File: src/rtl/transient_detector.sv
// transient_detector: fast/slow magnitude envelope followers with a
// hold-then-cooldown attack detector for the transient shaper's boost control.
//
// Handshake: a sample is consumed on every cycle where ena & sample_valid is
// high (the accept). There is no ready/backpressure; out_valid is the accept
// delayed by one register stage and marks the cycle the outputs reflect it.
module transient_detector #(
  parameter int WIDTH        = 8,
  parameter int FAST_SHIFT   = 1,
  parameter int SLOW_SHIFT   = 4,
  parameter int HOLD_SAMPLES = 8
) (
  input  logic             clk,
  input  logic             rst_n,
  input  logic             ena,
  input  logic             sample_valid,
  input  logic [WIDTH-1:0] sample_in,
  input  logic [WIDTH-1:0] thresh,
  output logic [WIDTH-1:0] env_fast,
  output logic [WIDTH-1:0] env_slow,
  output logic             attack,
  output logic             attack_pulse,
  output logic             out_valid,
  // FSM state for observation: 0 = IDLE, 1 = ATTACK, 2 = COOLDOWN
  output logic [1:0]       dbg_state
);

  localparam int CW = $clog2(HOLD_SAMPLES + 1);

  localparam logic [WIDTH-1:0] MAX_POS  = {1'b0, {(WIDTH-1){1'b1}}};
  localparam logic [WIDTH-1:0] MIN_NEG  = {1'b1, {(WIDTH-1){1'b0}}};
  localparam logic [WIDTH-1:0] ONE_W    = {{(WIDTH-1){1'b0}}, 1'b1};
  localparam logic [CW-1:0]    HOLD_LD  = CW'(HOLD_SAMPLES);
  localparam logic [CW-1:0]    ONE_CW   = {{(CW-1){1'b0}}, 1'b1};

  typedef enum logic [1:0] {
    ST_IDLE   = 2'd0,
    ST_ATTACK = 2'd1,
    ST_COOL   = 2'd2
  } state_t;

  // One smoothing step: move env toward mag by (mag-env)>>>shift, but never
  // by zero while a difference remains, so the envelope settles exactly.
  function automatic logic [WIDTH-1:0] env_step(
    input logic [WIDTH-1:0] env,
    input logic [WIDTH-1:0] mag_v,
    input int               shift
  );
    logic signed [WIDTH:0] d;
    logic signed [WIDTH:0] step;
    d    = $signed({1'b0, mag_v}) - $signed({1'b0, env});
    step = d >>> shift;
    if ((d != '0) && (step == '0)) begin
      step = d[WIDTH] ? '1 : {{WIDTH{1'b0}}, 1'b1};
    end
    env_step = env + step[WIDTH-1:0];
  endfunction

  state_t           state_q;
  logic [CW-1:0]    hold_cnt_q;
  logic [WIDTH-1:0] env_fast_q, env_fast_d;
  logic [WIDTH-1:0] env_slow_q, env_slow_d;
  logic             attack_q;
  logic             attack_pulse_q;
  logic             out_valid_q;

  logic             accept;
  logic [WIDTH-1:0] mag;
  logic signed [WIDTH:0] diff;
  logic             trigger;
  logic             cool_ok;

  assign accept = ena & sample_valid;

  // Saturating absolute value: the most negative code maps to the largest positive.
  always_comb begin
    mag = sample_in;
    if (sample_in[WIDTH-1]) begin
      if (sample_in == MIN_NEG) begin
        mag = MAX_POS;
      end else begin
        mag = (~sample_in) + ONE_W;
      end
    end
  end

  // Next envelopes and detector decisions, all based on the post-update values.
  always_comb begin
    env_fast_d = env_step(env_fast_q, mag, FAST_SHIFT);
    env_slow_d = env_step(env_slow_q, mag, SLOW_SHIFT);
    diff       = $signed({1'b0, env_fast_d}) - $signed({1'b0, env_slow_d});
    trigger    = diff > $signed({1'b0, thresh});
    cool_ok    = diff <= $signed({2'b00, thresh[WIDTH-1:1]});
  end

  // Envelope registers advance only on accepted samples.
  always_ff @(posedge clk or negedge rst_n) begin
    if (!rst_n) begin
      env_fast_q <= '0;
      env_slow_q <= '0;
    end else if (accept) begin
      env_fast_q <= env_fast_d;
      env_slow_q <= env_slow_d;
    end
  end

  // Detector FSM with registered attack/pulse/valid outputs.
  always_ff @(posedge clk or negedge rst_n) begin
    if (!rst_n) begin
      state_q        <= ST_IDLE;
      hold_cnt_q     <= '0;
      attack_q       <= 1'b0;
      attack_pulse_q <= 1'b0;
      out_valid_q    <= 1'b0;
    end else begin
      out_valid_q    <= accept;
      attack_pulse_q <= 1'b0;
      case (state_q)
        ST_IDLE: begin
          if (accept && trigger) begin
            state_q        <= ST_ATTACK;
            hold_cnt_q     <= HOLD_LD;
            attack_q       <= 1'b1;
            attack_pulse_q <= 1'b1;
          end
        end
        ST_ATTACK: begin
          // Retriggers are ignored here; the hold runs out on its own.
          if (accept) begin
            if (hold_cnt_q <= ONE_CW) begin
              state_q    <= ST_COOL;
              hold_cnt_q <= '0;
              attack_q   <= 1'b0;
            end else begin
              hold_cnt_q <= hold_cnt_q - ONE_CW;
            end
          end
        end
        ST_COOL: begin
          if (accept && cool_ok) begin
            state_q <= ST_IDLE;
          end
        end
        default: begin
          state_q    <= ST_IDLE;
          hold_cnt_q <= '0;
          attack_q   <= 1'b0;
        end
      endcase
    end
  end

  assign env_fast     = env_fast_q;
  assign env_slow     = env_slow_q;
  assign attack       = attack_q;
  assign attack_pulse = attack_pulse_q;
  assign out_valid    = out_valid_q;
  assign dbg_state    = state_q;

endmodule

File: config.mk
export PLATFORM = sky130hd
export DESIGN_NAME = transient_detector
export DESIGN_NICKNAME = d
export VERILOG_FILES = /design/src/rtl/transient_detector.sv
export SDC_FILE = /design/constraint.sdc
export NUM_CORES = 1
export LEC_CHECK = 0
export ABC_AREA = 0
export ABC_CLOCK_PERIOD_IN_PS = 14100
export CAP_MARGIN = 20
export CORE_ASPECT_RATIO = 2
export CORE_MARGIN = 1.5
export CORE_UTILIZATION = 45
export DETAILED_ROUTE_END_ITERATION = 8
export PLACE_DENSITY_LB_ADDON = 0.08
export SYNTH_ARGS = -nofsm -noshare
export SYNTH_HDL_FRONTEND = slang
export SYNTH_SLANG_ARGS = --single-unit
File: constraint.sdc
create_clock -name clk -period 14.1 [get_ports clk]
set_clock_uncertainty 0.15 [all_clocks]
set_input_delay 2.82 -clock clk [delete_from_list [all_inputs] [get_ports clk]]
set_output_delay 2.82 -clock clk [all_outputs]
set_load 0.01 [all_outputs]
After elaboration in Yosys (flattened, before gate mapping)

Cells that the tools add are included.
W data, S select, Z words.

Flip-flop bits (word level): 25
Input port bits: 20
Output and inout port bits: 21

$add $sub $neg: 7
$lt $le $gt $ge: 3
Equality and inequality tests: 7
Multiplexer cells: 21
Bitwise gates (word level): 3
Reduce and logical (&&, ||, !) cells: 12

Operators with widths:

| operator              | count |
|---|---|
| $mux W8               | 6 |
| $sub A8 B8 Y9         | 3 |
| $logic_not A9 Y1      | 2 |
| $reduce_bool A9 Y1    | 2 |
| $add A8 B8 Y8         | 2 |
| $mux W4               | 3 |
| $pmux W4 S3           | 1 |
| $gt A9 B9 Y1          | 1 |
| $le A9 B8 Y1          | 1 |
| $add A8 B1 Y8 const B | 1 |
| $eq A8 B8 Y1 const B  | 1 |
| $mux W2               | 4 |
| $ne A2 B2 Y1 const B  | 4 |
| $not A8 Y8            | 1 |
| $reduce_and A4 Y1     | 2 |
| $pmux W2 S3           | 1 |
| $mux W1               | 5 |
| $le A4 B1 Y1 const B  | 1 |
| $logic_and A1 B1 Y1   | 4 |
| $sub A4 B1 Y4 const B | 1 |
| $pmux W1 S3           | 1 |
| $reduce_and A3 Y1     | 1 |
| $eq A2 B1 Y1 const B  | 1 |
| $eq A2 B2 Y1 const B  | 1 |
| 3 further kinds       | 3 |

Logic depth before layout (Yosys ltp)

Gate-level depths: netlist of run 1.

Depth in word-level cells: 14
Mapped depth: 34
Gate-level depth less buffers: 34

Worst setup path after synthesis of run 1

OpenSTA, ideal clock, no wires.

Path type: in2reg
Start point: input port sample_in[7]
End point: register hold_cnt_q[1]
Data arrival time: 9.159 ns
Required time: 13.829 ns
Setup slack: 4.670 ns
Stages on the path: 32
Path buffers: 1
Path through: clkbuf_1 -> nand2_1 -> nor2_1 -> a21oi_1 -> ha_1 -> inv_1 -> fa_1 -> a21o_1 -> a21oi_2 -> xnor2_1 -> or4_1 -> or4_1 -> o31ai_2 -> ha_1 -> inv_1 -> fa_1 -> nand3b_1 -> a21boi_1 -> o21a_1 -> nor2_1 -> xnor2_1 -> ha_1 -> o21a_1 -> nor2_1 -> or4_1 -> nand2_1 -> ha_1 -> a2111oi_0 -> o21ai_0 -> nor3_1 -> o22ai_1 -> a22o_1

Word-level cells in the longest chain between the ends: 14

RTL lines:

| item                                                   | line | RTL |
|---|---|---|
| start: declaration                                     | 17   | `input logic [WIDTH-1:0] sample_in,` |
| $not A8 Y8                                             | 82   | `mag = (~sample_in) + ONE_W;` |
| $add A8 B1 Y8                                          | 82   |  |
| $mux W8                                                | 79   | `if (sample_in == MIN_NEG) begin` |
| $mux W8 *                                              | 78   | `if (sample_in[WIDTH-1]) begin` |
| $sub A8 B8 Y9 *                                        | 51   | `d = $signed({1'b0, mag_v}) - $signed({1'b0, env});` |
| $reduce_bool A9 Y1 or $logic_not A9 Y1 (tied branches) | 53   | `if ((d != '0) && (step == '0)) begin` |
| $logic_and A1 B1 Y1                                    | 53   |  |
| $mux W8 *                                              | 53   |  |
| $add A8 B8 Y8 *                                        | 56   | `env_step = env + step[WIDTH-1:0];` |
| named net env_fast_d[6]                                | 61   | `logic [WIDTH-1:0] env_fast_q, env_fast_d;` |
| $sub A8 B8 Y9 *                                        | 91   | `diff = $signed({1'b0, env_fast_d}) - $signed({1'b0, env_slow_d});` |
| $gt A9 B9 Y1 *                                         | 92   | `trigger = diff > $signed({1'b0, thresh});` |
| $logic_and A1 B1 Y1 *                                  | 120  | `if (accept && trigger) begin` |
| $ne A2 B2 Y1 (no line) *                               | n/a  |  |
| $reduce_and A3 Y1 (no line) *                          | n/a  |  |
| end signal: assignment                                 | 135  | `hold_cnt_q <= hold_cnt_q - ONE_CW;` |
| end: declaration                                       | 60   | `logic [CW-1:0] hold_cnt_q;` |

Mark *: on every way through the listed nets, which the timed path passes. The rest lies on a longest branch.
A chain may end at the register's enable or synchronous reset.

Worst setup path after layout of run 1

Start point: input port sample_in[2]
End point: register hold_cnt_q[1]

Same word-level chain as after synthesis.

==> key figures, run 1 <==
Synth
  – Seq/Total Area, Yosys: 20.03%
  – Post-synth EDFFs: 0
  – Synthesis Warnings: 0
  – Leading register cell type out of synthesis: dfrtp_1
  – Top-area cell type share of the netlist area: 22.44%
  – Post-synth cell types: 47
  – Post-Syn Instances: 384
  – Most instantiated cells after synthesis: ha_1, inv_1, nand2_1, o21ai_0, nor2_1
  – Top cells by area, synth: ha_1, dfrtp_1, xnor2_1
  – Syn_area_per_cell: 8.133 um^2
  – Seq cells post-synth: 25
  – Syn Nets: 465
  – Synth async-reset ratio: 100.0%
  – Mapped Area: 0.003123 mm^2
  – Most common cell in the netlist: ha_1
  – Synth area leader: ha_1

Detailed routing
  – First DRT Iteration DRCs: 105
  – Post-route ant nets: 0
  – Detailed Route WL: 8338 um
  – Average wire per cell in the routed design: 16.29 um
  – DRC errors left: 0
  – Via density: 5.611
  – Vias: 2873
  – TritonRoute pass-1 iters: 4

Floorplanning
  – Die area: 0.007479 mm^2
  – Die W: 61.91 um
  – Boundary Pins: 41
  – Die Y: 120.8 um
  – Initial Util: 46.79%
  – Row count: 42
  – Core Box Area: 0.006674 mm^2

Place
  – Final Wtd Congestion: 0.8591
  – I/O Buffers: 40
  – DP HPWL: 6977 um

Timing
  – Part of the cycle the worst path needs: 75.76%
  – Worst hold slack: 352.0 ps
  – Unrepaired setup endpoints after global routing: false
  – Hold Violations, Final: 0
  – Min Tclk post-route: 10680 ps
  – Final Max Tran Viols: 0
  – Worst-Margin Slew: 868.5 ps
  – Rel. slew slack: 41.96%
  – Setup TNS Final: 0 ps
  – Fmax: 0.09361 GHz
  – Final setup fails: 0

Clocking
  – Clock Sinks: 25
  – Post-CTS Setup Bufs: 0
  – Number of hold buffers added after CTS: 0
  – Root Buffer: clkbuf_16
  – CTS Buffer Depth: 2
  – Cts bufs inserted: 3
  – PostCTS Resize Cnt: 0
  – Worst-path clk slew: 60 ps
  – Clk Latency, worst-skew pair: 270 ps
  – H-Tree Depth: 1
  – CTS tree: yes

Final layout
  – Multi-input gate area: 0.002328 mm^2
  – # nets final: 506
  – Area grow syn2layout: 18.55%
  – Antenna cell count: 0
  – # fillers: 658
  – Share of cells above drive strength 1: 3.538%
  – Sequential Area: 625.6 um^2

Critical path
  – Slowest cell delay on critical path: 520 ps
  – Worst Path Arrival: 10690 ps
  – Slowest-stage cell, CP: clkdlybuf4s50_1
  – CP top delay family: simple AND/OR/NAND/NOR gates
  – Worst Path Max Fanout: 6
  – Critical path required time: 14110 ps
  – Worst setup EP type: flip-flop
  – CP startpoint kind: primary input
  – Buf/Inv on CP: 2
  – Setup Crit Path Kind: primary input to flip-flop

Flow run
  – Max Cap Violations: 0

Min path
  – Hold WC Path Type: flip-flop to flip-flop

Global route
  – GRT Total Usage: 24.56%
  – First-pass GRT wire length: 13670 um
  – Initial antenna violation count: 0
  – Vias in the first global route: 2978
  – Grt total ovfl: 0
  – Largest net degree at the start of global routing: 28

Outcome
  – Status: finished, final reports clean
==> layout make-up <==
class,count,area share (%)
timing repair buffer,41,11.02
multi-input combinational,314,62.89
sequential,25,16.90
inverter,40,4.055
tap,88,2.974
clock buffer,3,2.028
clock inverter,1,0.1352
==> final timing paths <==
kind | endpoint | from | depth (start not counted) | slack, ps
worst max-delay path | hold_cnt_q[1] | sample_in[2] | 32 | 3420
worst min-delay path | env_fast[7] | env_fast[7] | 1 | 350
worst max register to register | hold_cnt_q[1] | env_fast[0] | 29 | 6800
worst min register to register | env_fast[7] | env_fast[7] | 1 | 350
max in group asynchronous | env_fast[6] | rst_n | 2 | 10750
min in group asynchronous | env_slow[4] | rst_n | 2 | 2770
==> placed cells by master, fill, tap and decap left out, types with 5 or more instances in the layout <==
cell type,netlist,layout
a211oi_1,6,6
a21o_1,14,14
a21oi_1,21,21
clkdlybuf4s50_1,0,40
dfrtp_1,25,25
fa_1,5,5
ha_1,56,56
inv_1,39,39
nand2_1,38,38
nor2_1,28,28
nor2b_1,6,6
nor3_1,13,13
o21ai_0,33,33
or2_2,6,6
xnor2_1,23,23
xor2_1,11,11
==> metal layers <==
metal	wire, um	track usage (%)
met4	372	12.37
met5	0	0
met3	158	2.781
met2	4685	45.66
met1	3121	24.81
==> stage by stage <==
stage	std cells	cell area [um^2]	setup WS, ps	utilization (%)
floorplan	384	3123	4670	-
global placement	508	3622	3254	54.27
detailed placement	508	3622	3165	54.27
CTS	512	3702	3407	55.47
global route	512	3702	2813	55.47
finish	512	3702	3418	55.47
==> state kept, by name, summed over array words and instances (netlist names) <==
signal	cells
attack	1
attack_pulse	1
dbg_state	2
env_fast	8
env_slow	8
hold_cnt_q	4
out_valid	1
==> logic make-up after synthesis <==
kind of cell,after synthesis,synth area share [%]
simple gates,111,16.75
xor+xnor,34,9.535
compound gates,107,22.32
buf+inv,45,5.409
fa+ha+maj,62,25.96
flops,25,20.03
Power of run 1 is left out: the tool's default activity adds up to more than one toggle a clock period on the data nets, which glitch-free logic cannot reach.
==> run 2, diff against run 1 <==
- ABC_CLOCK_PERIOD_IN_PS: 14100 -> 10200
- clock period: 14.1 -> 10.2 ns (I/O delays scaled with it)
==> run 2 against run 1 <==
Net effect:
- critical path depth did not move
- die area stayed put
- via count is 1.3% lower
- cell area up 0.95%
- register-to-register slack got worse by 3700 ps
- largest cell class unchanged
==> key figures, run 2 (synthesized netlist as in run 1, its figures left out) <==
Outcome
  – Status: finished, final reports clean

Critical path
  – Critical path required time: 10200 ps (-3910 ps)
  – CP top delay family: simple AND/OR/NAND/NOR gates
  – CP endpoint: hold_cnt_q[1]
  – Setup Crit Path Kind: primary input to flip-flop
  – Worst reg2reg endpoint: hold_cnt_q[1]
  – Worst Path Max Fanout: 6 (unchanged)
  – Origin of the worst setup path: sample_in[2]
  – Slowest cell delay on critical path: 510 ps (about the same)
  – Worst setup EP type: flip-flop
  – Worst Path Arrival: 9650 ps (-1040 ps)
  – Cells on worst reg2reg path: 29 (unchanged)
  – R2R Path Start: env_fast[0]
  – Buf/Inv on CP: 2 (unchanged)
  – CP startpoint kind: primary input
  – Slowest-stage cell, CP: clkdlybuf4s50_1
  – CP Depth: 32 (unchanged)
  – Most used cell along the critical path: ha_1
  – Reg2reg setup slack: 3130 ps (-3670 ps)

Clocking
  – CTS Buffer Depth: 2 (unchanged)
  – Worst-path clk slew: 60 ps (about the same)
  – Cts bufs inserted: 3 (unchanged)
  – Clk Latency, worst-skew pair: 260 ps (about the same)
  – H-Tree Depth: 1 (unchanged)
  – Root Buffer: clkbuf_16
  – CTS tree: yes
  – Clock Sinks: 25 (unchanged)

Min path
  – Hold WC Path Type: flip-flop to flip-flop

Floorplanning
  – Boundary Pins: 41 (unchanged)
  – Die W: 61.91 um (unchanged)
  – Die area: 0.007479 mm^2 (unchanged)
  – Initial Util: 46.79% (unchanged)
  – Row count: 42 (unchanged)
  – Core Box Area: 0.006674 mm^2 (unchanged)
  – Die Y: 120.8 um (unchanged)

Global route
  – First-pass GRT wire length: 13160 um (-3.7%)
  – Initial antenna violation count: 0 (unchanged)
  – Vias in the first global route: 2820 (-5.3%)
  – GRT Total Usage: 23.66% (-0.90 points)
  – Grt total ovfl: 0 (unchanged)
  – Largest net degree at the start of global routing: 28 (unchanged)

Timing
  – Setup TNS Final: 0 ps (unchanged)
  – Final Max Tran Viols: 0 (unchanged)
  – Rel. slew slack: 41.33% (-0.63 points)
  – Part of the cycle the worst path needs: 94.59%
  – Worst-Margin Slew: 877.9 ps (+9.388 ps)
  – Hold Violations, Final: 0 (unchanged)
  – Min Tclk post-route: 9648 ps
  – Final setup fails: 0 (unchanged)
  – Fmax: 0.1037 GHz
  – Min setup slack post-route: 552.3 ps (-2866 ps)

Final layout
  – Antenna cell count: 0 (unchanged)
  – Share of cells above drive strength 1: 4.918% (+1.4 points)
  – Area grow syn2layout: 19.67%
  – # nets final: 509 (+0.59%)
  – Most common cell after layout, fill and taps aside: ha_1
  – Commonest non-fill, non-tap cells in the layout: ha_1, clkdlybuf4s50_1, inv_1

Detailed routing
  – TritonRoute pass-1 iters: 4 (unchanged)
  – Average wire per cell in the routed design: 15.94 um (-2.1%)
  – Detailed Route WL: 8209 um (-1.5%)
  – First DRT Iteration DRCs: 65 (-38%)
  – Post-route ant nets: 0 (unchanged)
  – DRC errors left: 0 (unchanged)
  – Vias: 2837 (-1.3%)
  – Via density: 5.509 (-1.8%)

Place
  – I/O Buffers: 40 (unchanged)
  – DP HPWL: 6873 um (-1.5%)
  – Final Wtd Congestion: 0.8702 (+1.3%)
  – Setup WS pre-CTS: 0.2887 ps (-3165 ps)

Flow run
  – Max Cap Violations: 0 (unchanged)
run 2: cell types whose count changed in the layout (fill, tap and decap cells not counted):
cell	delta
nor3_1	-1
a21oi_1	-1
a21boi_2	+1
a21oi_2	+1
a21boi_1	-1
nor3_2	+1
buf_4	+3
o21ai_0	-1
o21ai_1	+1
run 2: layout make-up:
cell class                      instances  area (um^2)
Clock inverter                          1        5.005
Inverter                               40        150.1
Timing Repair Buffer                   44        430.4
Clock buffer                            3        75.07
Tap cell                               88        110.1
Fill cell                             666         2937
Multi-Input combinational cell        314         2341
Sequential cell                        25        625.6
run 2: how the worst min path moves through the flow:
stage,startpoint,to,slack (ps),depth (start not counted)
2_1_floorplan,hold_cnt_q[2],hold_cnt_q[2],350,1
4_1_cts,env_fast[7],env_fast[7],360,1
5_1_grt,env_fast[7],env_fast[7],380,1
3_3_place_gp,env_fast[7],env_fast[7],340,1
6_report,env_fast[7],env_fast[7],350,1
3_5_place_dp,env_fast[7],env_fast[7],350,1
run 2: routing by layer:
| layer | vias up | GRT usage, % | wire [um] |
|---|---|---|---|
| li1 | 1454 | - | - |
| met1 | 1315 | 24.53 | 3092 |
| met2 | 56 | 45.46 | 4706 |
| met3 | 12 | 1.925 | 178 |
| met4 | 0 | 8.644 | 232 |
| met5 | - | 0 | 0 |
run 2: per-stage QoR:
stage | area, um^2 | util (%) | hold slack [ps] | std cells
4_1_cts | 3710 | 55.59 | 360.4 | 513
6_report | 3737 | 56.00 | 354.6 | 515
5_1_grt | 3737 | 56.00 | 383.9 | 515
3_5_place_dp | 3630 | 54.39 | 347.1 | 509
3_3_place_gp | 3630 | 54.39 | 336.0 | 509
2_1_floorplan | 3123 | - | 346.0 | 384
run 2: what timing repair did:
item	in CTS	in global routing
resized for setup	0	4
setup buffers	0	2
endpoints found under the setup margin	0	6
hold buffers	0	0
Power of run 2 is left out for the same reason.
==> run 3, diff against run 2 <==
- CAP_MARGIN: 20 -> 30
- CORE_MARGIN: 1.5 -> 2
- CTS_CLUSTER_SIZE: unset -> 24
==> run 3 against run 2 <==
Net effect:
- register-to-register slack worse by 100 ps
- first-iteration DRC count up 58%
- utilization down 1.8 points
- worst hold slack better by 1.2 ps
- critical path type unchanged
- highest routed layer unchanged
==> key figures, run 3 (synthesized netlist as in run 1, its figures left out) <==
Detailed routing
  – Via density: 5.531 (+0.41%)
  – First DRT Iteration DRCs: 103 (+58%)
  – TritonRoute pass-1 iters: 5 (+1)
  – Post-route ant nets: 0 (unchanged)
  – Vias: 2843 (+0.21%)
  – Detailed Route WL: 7741 um (-5.7%)
  – DRC errors left: 0 (unchanged)
  – Average wire per cell in the routed design: 15.06 um (-5.5%)

Flow run
  – Max Cap Violations: 0 (unchanged)

Clocking
  – Cts bufs inserted: 3 (unchanged)
  – Clock Sinks: 25 (unchanged)
  – Number of hold buffers added after CTS: 0 (unchanged)
  – CTS Buffer Depth: 2 (unchanged)
  – Post-CTS Setup Bufs: 0 (unchanged)
  – PostCTS Resize Cnt: 0 (unchanged)
  – CTS tree: yes
  – Worst-path clk slew: 70 ps (about the same)
  – Clk Latency, worst-skew pair: 260 ps (about the same)
  – H-Tree Depth: 1 (unchanged)
  – Root Buffer: clkbuf_16

Timing
  – Final Max Tran Viols: 0 (unchanged)
  – Hold Violations, Final: 0 (unchanged)
  – Min Tclk post-route: 9626 ps (-21.71 ps)
  – Fmax: 0.1039 GHz (+0.23%)
  – Unrepaired setup endpoints after global routing: false
  – Final setup fails: 0 (unchanged)
  – Part of the cycle the worst path needs: 94.37% (-0.21 points)
  – Setup TNS Final: 0 ps (unchanged)
  – Worst-Margin Slew: 837.5 ps (-40.39 ps)
  – Rel. slew slack: 44.03% (+2.7 points)

Final layout
  – Final instance area: 0.003704 mm^2 (-0.90%)
  – Share of cells above drive strength 1: 3.302% (-1.6 points)
  – Commonest non-fill, non-tap cells in the layout: ha_1, clkdlybuf4s50_1, inv_1
  – Multi-input gate area: 0.002328 mm^2 (-0.53%)
  – Area grow syn2layout: 18.59%
  – # nets final: 506 (-0.59%)
  – Antenna cell count: 0 (unchanged)
  – Sequential Area: 625.6 um^2 (unchanged)
  – Most common cell after layout, fill and taps aside: ha_1
  – Layout Utilization: 54.20% (-1.8 points)
  – # fillers: 666 (unchanged)

Critical path
  – Critical path required time: 10200 ps (about the same)
  – Origin of the worst setup path: sample_in[0]
  – Cells on worst reg2reg path: 28 (-3.4%)
  – CP startpoint kind: primary input
  – Worst Path Arrival: 9630 ps (-20 ps)
  – Most used cell along the critical path: ha_1
  – Worst setup EP type: flip-flop
  – R2R Path Start: env_fast[0]
  – Slowest cell delay on critical path: 530 ps (+20 ps)
  – Slowest-stage cell, CP: clkdlybuf4s50_1
  – Worst Path Max Fanout: 5 (-1)
  – Setup Crit Path Kind: primary input to flip-flop

Global route
  – Grt total ovfl: 0 (unchanged)
  – GRT Total Usage: 20.32% (-3.3 points)
  – Initial antenna violation count: 0 (unchanged)
  – Vias in the first global route: 2683 (-4.9%)
  – First-pass GRT wire length: 12500 um (-5.0%)
  – Largest net degree at the start of global routing: 28 (unchanged)

Place
  – DP HPWL: 6529 um (-5.0%)
  – Placed instance area: 0.003625 mm^2 (-0.14%)
  – I/O Buffers: 40 (unchanged)
  – Final Wtd Congestion: 0.7860 (-9.7%)

Floorplanning
  – Row count: 43 (+2.4%)
  – Die Y: 121.8 um (+0.83%)
  – Die W: 62.91 um (+1.6%)
  – Initial Util: 45.71% (-1.1 points)
  – Core Box Area: 0.006833 mm^2 (+2.4%)
  – Boundary Pins: 41 (unchanged)
  – Die area: 0.007662 mm^2 (+2.5%)

Min path
  – HP Start: env_fast[7]
  – Hold Path Cell Cnt: 1 (unchanged)
  – Hold WC Path Type: flip-flop to flip-flop

Outcome
  – Status: finished, final reports clean
==> run 3: changes by cell type in the layout (fill, tap and decap cells not counted), sizes merged <==
cell / previous run / this run
buf: 4 / 1
clkbuf: 3 / 4
clkinv: 2 / 1
==> run 3: worst max-delay path, delay by kind of cell <==
family	cells	cell delay, ps
simple gates	6	1480
xor+xnor	3	630
compound gates	12	2700
buf+inv	4	720
fa+ha+maj	7	2060
==> run 3: layout make-up <==
type | instances | share of cell area, %
Multi-Input combinational cell | 314 | 62.87
Sequential cell | 25 | 16.89
Timing Repair Buffer | 41 | 11.01
Inverter | 40 | 4.054
Tap cell | 90 | 3.041
Clock buffer | 4 | 2.128
==> run 3: path summary, 6_finish.rpt <==
check	end	slack, ps
worst max-delay path	hold_cnt_q[1]	570
worst min-delay path	env_fast[7]	360
worst max register to register	hold_cnt_q[1]	3030
worst min register to register	env_fast[7]	360
max in group asynchronous	env_slow[4]	7630
min in group asynchronous	hold_cnt_q[0]	2000
==> run 3: through the flow <==
stage / setup slack [ps] / instances / hold slack [ps]
4_1_cts: 564.8 / 514 / 360.1
3_5_place_dp: 314.5 / 510 / 342.2
2_1_floorplan: 1550 / 384 / 346.0
6_report: 574.0 / 514 / 355.8
5_1_grt: 40.63 / 514 / 389.3
3_3_place_gp: 674.4 / 510 / 340.4
==> run 3: metal layers <==
| layer | vias up | track usage [%] | part of all wire (%) | routed length (um) |
|---|---|---|---|---|
| li1 | 1446 | - | - | - |
| met1 | 1344 | 25.18 | 43 | 3360 |
| met2 | 47 | 37.63 | 53 | 4087 |
| met3 | 6 | 1.477 | 2.5 | 192 |
| met4 | 0 | 5.000 | 1.3 | 100 |
| met5 | - | 0 | 0 | 0 |
Power of run 3 is left out for the same reason.
